### config.mk
export PLATFORM = sky130hd
export DESIGN_NAME = button_event_gen_flat
export DESIGN_NICKNAME = d
export VERILOG_FILES = /design/src/rtl/button_event_gen_pkg.sv /design/src/rtl/button_event_gen_if.sv /design/src/rtl/button_event_gen_debounce.sv /design/src/rtl/button_event_gen.sv /design/src/flat_wrapper.sv
export SDC_FILE = /design/constraint.sdc
export NUM_CORES = 1
export LEC_CHECK = 0
export BUFFER_PORTS_ARGS = -buffer_cell sky130_fd_sc_hd__buf_2
export CORE_ASPECT_RATIO = 0.9
export CORE_MARGIN = 2
export CORE_UTILIZATION = 30
export DETAILED_ROUTE_END_ITERATION = 8
export PLACE_DENSITY = 0.52
export SLEW_MARGIN = 0
export SYNTH_ARGS = -nofsm -noshare
export SYNTH_HDL_FRONTEND = slang
export SYNTH_SLANG_ARGS = --single-unit
### constraint.sdc
create_clock -name clk -period 4.1 [get_ports clk]
set_input_delay 0.82 -clock clk [delete_from_list [all_inputs] [get_ports clk]]
set_output_delay 0.82 -clock clk [all_outputs]
set_load 0.05 [all_outputs]
### src/rtl/button_event_gen_pkg.sv
// Shared constants, encodings and helpers for the button event generator.
package button_event_pkg;

  // Button bit positions inside btn_raw / btn_db.
  localparam int unsigned BTN_L   = 0;
  localparam int unsigned BTN_R   = 1;
  localparam int unsigned BTN_U   = 2;
  localparam int unsigned BTN_D   = 3;
  localparam int unsigned BTN_C   = 4;
  localparam int unsigned NUM_BTN = 5;

  // Cursor move direction as presented on move_dir.
  typedef enum logic [1:0] {
    DIR_L = 2'b00,
    DIR_R = 2'b01,
    DIR_U = 2'b10,
    DIR_D = 2'b11
  } dir_e;

  // Move strobe FSM states.
  typedef enum logic [1:0] {
    ST_IDLE  = 2'b00,
    ST_HOLD  = 2'b01,
    ST_ACCEL = 2'b10
  } move_state_e;

  // Increment a 6-bit speed value, holding at the given ceiling.
  function automatic logic [5:0] sat_inc(input logic [5:0] v, input logic [5:0] lim);
    return (v >= lim) ? v : v + 6'd1;
  endfunction

endpackage

### src/rtl/button_event_gen_if.sv
// Button input / cursor event bundle between pins, generator and cursor logic.
interface button_event_gen_if;
  logic       sample_tick;
  logic       cursor_en;
  logic [4:0] btn_raw;
  logic [4:0] btn_db;
  logic       c_pulse;
  logic       move_valid;
  logic [1:0] move_dir;
  logic [6:0] move_step;

  // Event generator side.
  modport master (
    input  sample_tick, cursor_en, btn_raw,
    output btn_db, c_pulse, move_valid, move_dir, move_step
  );

  // Stimulus / consumer side.
  modport slave (
    output sample_tick, cursor_en, btn_raw,
    input  btn_db, c_pulse, move_valid, move_dir, move_step
  );
endinterface

### src/rtl/button_event_gen_debounce.sv
// Single-bit 2-flop synchroniser followed by a tick-paced debouncer.
module button_debounce #(
  parameter int unsigned DEBOUNCE_TICKS = 4
) (
  input  logic clk,
  input  logic rst_n,
  input  logic sample_tick,
  input  logic raw,
  output logic db
);

  // Counter only ever holds 0..DEBOUNCE_TICKS-1; the flip happens instead of the last increment.
  localparam int unsigned CW = (DEBOUNCE_TICKS < 2) ? 1 : $clog2(DEBOUNCE_TICKS);
  localparam logic [CW-1:0] CNT_LAST = CW'(DEBOUNCE_TICKS - 1);

  logic          sync1_r;
  logic          sync2_r;
  logic [CW-1:0] cnt_r;
  logic          db_r;

  // Two-stage synchroniser for the asynchronous pin.
  always_ff @(posedge clk or negedge rst_n) begin
    if (!rst_n) begin
      sync1_r <= 1'b0;
      sync2_r <= 1'b0;
    end else begin
      sync1_r <= raw;
      sync2_r <= sync1_r;
    end
  end

  // Count consecutive differing ticks; flip the level when the run is long enough.
  always_ff @(posedge clk or negedge rst_n) begin
    if (!rst_n) begin
      cnt_r <= {CW{1'b0}};
      db_r  <= 1'b0;
    end else if (sample_tick) begin
      if (sync2_r == db_r) begin
        cnt_r <= {CW{1'b0}};
      end else if (cnt_r == CNT_LAST) begin
        cnt_r <= {CW{1'b0}};
        db_r  <= ~db_r;
      end else begin
        cnt_r <= cnt_r + CW'(1);
      end
    end
  end

  assign db = db_r;

endmodule

### src/rtl/button_event_gen.sv
// Debounces the five buttons and produces centre-click and accelerating cursor-move events.
module button_event_gen #(
  parameter int unsigned DEBOUNCE_TICKS = 4,
  parameter int unsigned REPEAT_DELAY   = 3,
  parameter int unsigned MAX_SPEED      = 63
) (
  input  logic                clk,
  input  logic                rst_n,
  button_event_gen_if.master  bus
);
  import button_event_pkg::*;

  // Hold counter must reach REPEAT_DELAY; keep at least 2 bits.
  localparam int unsigned    HW        = ($clog2(REPEAT_DELAY + 1) < 2) ? 2 : $clog2(REPEAT_DELAY + 1);
  localparam logic [HW-1:0]  H_LAST    = HW'(REPEAT_DELAY);
  localparam logic [5:0]     SPEED_MAX = 6'(MAX_SPEED);

  logic [NUM_BTN-1:0] db_s;
  logic               c_prev_r;
  logic               c_pulse_r;
  logic               c_rise_s;
  logic [3:0]         dir_bits_s;
  logic               single_dir_s;
  logic               same_dir_s;
  dir_e               dir_now_s;

  move_state_e        state_r, state_nxt;
  logic [HW-1:0]      h_r, h_nxt;
  logic [5:0]         speed_r, speed_nxt;
  dir_e               dir_r, dir_nxt;
  logic               strobe_s;
  logic [6:0]         step_s;
  logic               move_valid_r;
  dir_e               move_dir_r;
  logic [6:0]         move_step_r;

  for (genvar gi = 0; gi < NUM_BTN; gi++) begin : g_db
    button_debounce #(.DEBOUNCE_TICKS(DEBOUNCE_TICKS)) u_db (
      .clk         (clk),
      .rst_n       (rst_n),
      .sample_tick (bus.sample_tick),
      .raw         (bus.btn_raw[gi]),
      .db          (db_s[gi])
    );
  end

  assign c_rise_s = db_s[BTN_C] & ~c_prev_r;

  // Centre click: one pulse per rise, only in cursor mode with no direction held.
  always_ff @(posedge clk or negedge rst_n) begin
    if (!rst_n) begin
      c_prev_r  <= 1'b0;
      c_pulse_r <= 1'b0;
    end else begin
      c_prev_r  <= db_s[BTN_C];
      c_pulse_r <= c_rise_s & bus.cursor_en & ~(|dir_bits_s);
    end
  end

  // Decode which single direction (if any) is currently requested.
  always_comb begin
    dir_bits_s   = {db_s[BTN_D], db_s[BTN_U], db_s[BTN_R], db_s[BTN_L]};
    dir_now_s    = DIR_L;
    single_dir_s = 1'b0;
    case (dir_bits_s)
      4'b0001: begin dir_now_s = DIR_L; single_dir_s = 1'b1; end
      4'b0010: begin dir_now_s = DIR_R; single_dir_s = 1'b1; end
      4'b0100: begin dir_now_s = DIR_U; single_dir_s = 1'b1; end
      4'b1000: begin dir_now_s = DIR_D; single_dir_s = 1'b1; end
      default: begin dir_now_s = DIR_L; single_dir_s = 1'b0; end
    endcase
    single_dir_s = single_dir_s & bus.cursor_en & ~db_s[BTN_C];
    same_dir_s   = single_dir_s & (dir_now_s == dir_r);
  end

  // FSM state, hold count, speed and latched direction.
  always_ff @(posedge clk or negedge rst_n) begin
    if (!rst_n) begin
      state_r <= ST_IDLE;
      h_r     <= {HW{1'b0}};
      speed_r <= 6'd0;
      dir_r   <= DIR_L;
    end else begin
      state_r <= state_nxt;
      h_r     <= h_nxt;
      speed_r <= speed_nxt;
      dir_r   <= dir_nxt;
    end
  end

  // Next state; entering ACCEL already bumps speed so the first accelerated step is 2.
  always_comb begin
    state_nxt = state_r;
    h_nxt     = h_r;
    speed_nxt = speed_r;
    dir_nxt   = dir_r;
    if (bus.sample_tick) begin
      case (state_r)
        ST_IDLE: begin
          if (single_dir_s) begin
            dir_nxt = dir_now_s;
            h_nxt   = HW'(1);
            if (REPEAT_DELAY == 32'd1) begin
              state_nxt = ST_ACCEL;
              speed_nxt = sat_inc(6'd0, SPEED_MAX);
            end else begin
              state_nxt = ST_HOLD;
              speed_nxt = 6'd0;
            end
          end else begin
            state_nxt = ST_IDLE;
            h_nxt     = {HW{1'b0}};
            speed_nxt = 6'd0;
          end
        end
        ST_HOLD: begin
          if (same_dir_s) begin
            h_nxt = h_r + HW'(1);
            if ((h_r + HW'(1)) == H_LAST) begin
              state_nxt = ST_ACCEL;
              speed_nxt = sat_inc(speed_r, SPEED_MAX);
            end else begin
              state_nxt = ST_HOLD;
            end
          end else begin
            state_nxt = ST_IDLE;
            h_nxt     = {HW{1'b0}};
            speed_nxt = 6'd0;
          end
        end
        ST_ACCEL: begin
          if (same_dir_s) begin
            speed_nxt = sat_inc(speed_r, SPEED_MAX);
          end else begin
            state_nxt = ST_IDLE;
            h_nxt     = {HW{1'b0}};
            speed_nxt = 6'd0;
          end
        end
        default: begin
          state_nxt = ST_IDLE;
          h_nxt     = {HW{1'b0}};
          speed_nxt = 6'd0;
        end
      endcase
    end else begin
      state_nxt = state_r;
    end
  end

  // Strobe and step size for the current tick; aborts never strobe.
  always_comb begin
    strobe_s = 1'b0;
    step_s   = 7'd1;
    if (bus.sample_tick) begin
      case (state_r)
        ST_IDLE:  strobe_s = single_dir_s;
        ST_HOLD:  strobe_s = same_dir_s;
        ST_ACCEL: begin
          strobe_s = same_dir_s;
          step_s   = {1'b0, speed_r} + 7'd1;
        end
        default:  strobe_s = 1'b0;
      endcase
    end else begin
      strobe_s = 1'b0;
    end
  end

  // Registered move outputs; direction and step hold between strobes.
  always_ff @(posedge clk or negedge rst_n) begin
    if (!rst_n) begin
      move_valid_r <= 1'b0;
      move_dir_r   <= DIR_L;
      move_step_r  <= 7'd1;
    end else begin
      move_valid_r <= strobe_s;
      if (strobe_s) begin
        move_dir_r  <= dir_now_s;
        move_step_r <= step_s;
      end
    end
  end

  assign bus.btn_db     = db_s;
  assign bus.c_pulse    = c_pulse_r;
  assign bus.move_valid = move_valid_r;
  assign bus.move_dir   = move_dir_r;
  assign bus.move_step  = move_step_r;

endmodule

### src/flat_wrapper.sv
// flat-port wrapper written by rule: the top's interface ports become plain ports
module button_event_gen_flat import button_event_pkg::*;
#(
  parameter int unsigned DEBOUNCE_TICKS = 4,
  parameter int unsigned REPEAT_DELAY   = 3,
  parameter int unsigned MAX_SPEED      = 63
)
  (clk, rst_n, bus_sample_tick, bus_cursor_en, bus_btn_raw, bus_btn_db, bus_c_pulse, bus_move_valid, bus_move_dir, bus_move_step);
  button_event_gen_if bus_i ();
  input  logic clk;
  input  logic rst_n;
  input wire logic [$bits(bus_i.sample_tick)-1:0] bus_sample_tick;
  input wire logic [$bits(bus_i.cursor_en)-1:0] bus_cursor_en;
  input wire logic [$bits(bus_i.btn_raw)-1:0] bus_btn_raw;
  output wire logic [$bits(bus_i.btn_db)-1:0] bus_btn_db;
  output wire logic [$bits(bus_i.c_pulse)-1:0] bus_c_pulse;
  output wire logic [$bits(bus_i.move_valid)-1:0] bus_move_valid;
  output wire logic [$bits(bus_i.move_dir)-1:0] bus_move_dir;
  output wire logic [$bits(bus_i.move_step)-1:0] bus_move_step;
  assign bus_i.sample_tick = bus_sample_tick;
  assign bus_i.cursor_en = bus_cursor_en;
  assign bus_i.btn_raw = bus_btn_raw;
  assign bus_btn_db = bus_i.btn_db;
  assign bus_c_pulse = bus_i.c_pulse;
  assign bus_move_valid = bus_i.move_valid;
  assign bus_move_dir = bus_i.move_dir;
  assign bus_move_step = bus_i.move_step;
  button_event_gen #(.DEBOUNCE_TICKS(DEBOUNCE_TICKS), .REPEAT_DELAY(REPEAT_DELAY), .MAX_SPEED(MAX_SPEED)) u_core (.clk(clk), .rst_n(rst_n), .bus(bus_i));
endmodule
==> run_results.csv <==
group,metric,value,unit
routing,vias,1618,
synthesis,synth_ff_type,"dfrtp_1",
synthesis,syn_area_per_cell,10.9,µm²
cells_and_area,fillers,818,
floorplan,start_util,30.7,%
floorplan,core,7990,µm²
job,cap_violations,0,
synthesis,syn_area,2450,µm²
power,powerDensity,643,nW/µm²
placed_design,portBuffers,24,
power,p_comb_share,39.6,%
synthesis,synth_common_cells,"48 x dfrtp_1, 20 x nand2_1, 19 x inv_1",
synthesis,async_flop_share,100,%
synthesis,ys_seq_area_share,50.1,%
cells_and_area,final_nets,261,
cells_and_area,seqCellArea,1230,µm²
clock_tree,post-cts-setup-buffers,0,
clock_tree,cts_buffer_depth,2,
synthesis,netlist_instances,224,
synthesis,synth-seq-cells,49,
critical_path,cp-end-kind,"flop",
clock_tree,worstSkewPairLatency,0.29,ns
power,p_leak,1.27,nW
routing,firstDrtPassIters,4,
timing,rsz0062_at_grt,"false",
floorplan,fp.dieH,89.8,µm
cells_and_area,synthToLayoutAreaGrowth,10.5,%
routing,wl_per_cell,12.5,µm
timing,worst-slew-pin-transition,0.654,ns
synthesis,synthTopCellsByArea,"dfrtp_1 49%, mux2_2 6.9%, ha_1 5.6%, nand2_1 3.1%, inv_1 2.9%",
synthesis,yosysTopAreaCell,"dfrtp_1",
global_route,first_global_vias,1555,
timing,setup_viol,0,
clock_tree,clock-sinks,49,
clock_tree,cts_resized,0,
power,seqPwrFrac,42.8,%
global_route,antenna_found_initial,0,
critical_path,worstSetupPathType,"flop to flop",
clock_tree,cts_buffers,5,
placed_design,dp_hpwl,2.87,mm
routing,detail_route.vias_per_cell,4.74,
timing,fin_setup_tns,0,ns
hold_path,worstHoldPathType,"flop to flop",
routing,drt-initial-drc-count,67,
timing,fin_skew,0.00479,ns
critical_path,cp.arrival,2.40,ns
timing,fin_crit_sh,55.0,%
synthesis,synth.top_cell.area_share,49.0,%
placed_design,gp_congestion,0.796,
global_route,grt_use_total,10.4,%
floorplan,dieWidth,99.3,µm
global_route,overflow,0,
synthesis,synth_edf_count,0,
power,switchingPower,0.000718,W
synthesis,synth_fp_nets,244,
cells_and_area,drive_gt1_share,23.1,%
power,switching_share,41.2,%
global_route,grt_max_degree,35,
timing,slew_violations,0,
placed_design,place_ws,1.62,ns
timing,hold_viol_final,0,
synthesis,synth.distinct_cells,43,
power,ir_drop,0.000228,V
clock_tree,cts-root-buf,"clkbuf_8",
synthesis,yosysMostFrequentCell,"dfrtp_1",
cells_and_area,fin_util,33.9,%
routing,ant_nets,0,
power,internal-power,0.00102,W
clock_tree,cts_tree,"yes",
critical_path,cp_data_required_time,4.24,ns
timing,setup_slack,1.85,ns
routing,drc,0,
critical_path,r2r_setup_slack,1.85,ns
routing,drt_wl_total,4.26,mm
cells_and_area,multi_input_area,1060,µm²
timing,relSlewSlack,56.4,%
floorplan,die_area,8920,µm²
status,status,"finished, final reports clean",
floorplan,ioPinCount,25,
clock_tree,clkTransAtPathRegs,0.09,ns
floorplan,rows,31,
synthesis,synth-warning-count,0,
global_route,grt_pass1_wl,7.47,mm
power,clockPowerShare,17.6,%
critical_path,critPathMaxFanout,14,
clock_tree,hold_buffers,0,
cells_and_area,diodes,0,
timing,min_period,2.25,ns
clock_tree,htree_levels,2,
timing,fmax,444,MHz
critical_path,start_kind,"flop",
sequential cells by signal, summed over array words and instances, names as in the netlist:
signal,flops
u_core.g_db.u_db.cnt_r,10
u_core.bus.move_step,7
u_core.speed_r,6
u_core.g_db.u_db.db,5
u_core.g_db.u_db.sync1_r,5
u_core.g_db.u_db.sync2_r,5
u_core.bus.move_dir,2
u_core.dir_r,2
u_core.h_r,2
u_core.state_r,2
u_core.bus.c_pulse,1
u_core.bus.move_valid,1
u_core.c_prev_r,1
path summary, 6_finish.rpt:
| path | from | to | cells after the start |
|---|---|---|---|
| setup reg to reg | u_core.g_db[1].u_db.db | u_core.state_r[0] | 6 |
| min in group asynchronous | rst_n | u_core.g_db[4].u_db.sync1_r | 1 |
| setup / recovery | u_core.g_db[1].u_db.db | u_core.state_r[0] | 6 |
| hold / removal | u_core.g_db[1].u_db.sync1_r | u_core.g_db[1].u_db.sync2_r | 0 |
| max in group asynchronous | rst_n | u_core.bus.move_step[0] | 2 |
| hold reg to reg | u_core.g_db[1].u_db.sync1_r | u_core.g_db[1].u_db.sync2_r | 0 |
layout by cell type (no fill, tap or decap), types with 2 or more instances in the layout:
cell      instances
nor3_1            8
a32oi_1           2
and3_1            3
a32o_1            2
ha_1             11
nand3b_1          2
a21o_1            4
a22oi_1           2
nor2_1           13
inv_1            19
nand2b_1          5
a211oi_1          2
clkbuf_8          7
xor2_1            2
xnor2_1           7
a21oi_1           5
nor2b_1           3
o21ai_0           3
mux2i_1           3
mux2_2           15
dfrtp_1          48
o22ai_1          11
nand2_1          20
nand3_1           4
buf_2            24
logic make-up after synthesis:
family / Yosys count / synth area share [%]
compound gates: 40 / 13.4
mux: 18 / 8.11
flops: 49 / 50.1
buf+inv: 34 / 6.79
xor+xnor: 9 / 3.21
simple gates: 63 / 12.8
fa+ha+maj: 11 / 5.61
through the flow:
stage          cells  hold WS [ns]  power, W  cell area [µm²]
6_report         341         0.355   0.00174             2710
5_1_grt          341         0.369   0.00188             2710
4_1_cts          341         0.356   0.00177             2710
2_1_floorplan    224         0.331   0.00136             2450
3_3_place_gp     333         0.333   0.00144             2610
3_5_place_dp     333         0.336   0.00145             2610
power by group through the flow:
stage                     logic (W)  registers (W)  clock network [W]
after floorplan            0.000583       0.000775                  0
after global placement     0.000686       0.000752                  0
after detailed placement   0.000700       0.000754                  0
after CTS                  0.000699       0.000748           0.000324
after global routing       0.000767       0.000773           0.000340
final                      0.000691       0.000746           0.000306
cell type report:
| class | instances | area share, % |
|---|---|---|
| clock buffer | 7 | 3.55 |
| timing repair buffer | 25 | 4.71 |
| sequential | 49 | 45.3 |
| inverter | 19 | 2.63 |
| tap | 99 | 4.57 |
| clock inverter | 1 | 0.185 |
| multi-input combinational | 141 | 39.1 |
worst max-delay path, cell delays in order, from the launching register on:
cell     delay [ns]
dfrtp_1        0.65
xor2_1         0.18
nor2_1         0.08
o41ai_4        0.43
a21bo_1        0.41
o21ai_0        0.27
a32oi_1        0.08
metal layers:
layer	track usage, %	wire, µm	up-vias
met1	14.3	2120	788
met4	3.77	53	0
met3	3.27	199	5
li1	-	-	797
met5	0	0	-
met2	15.4	1890	28
Power figures use the tool's default switching activity.
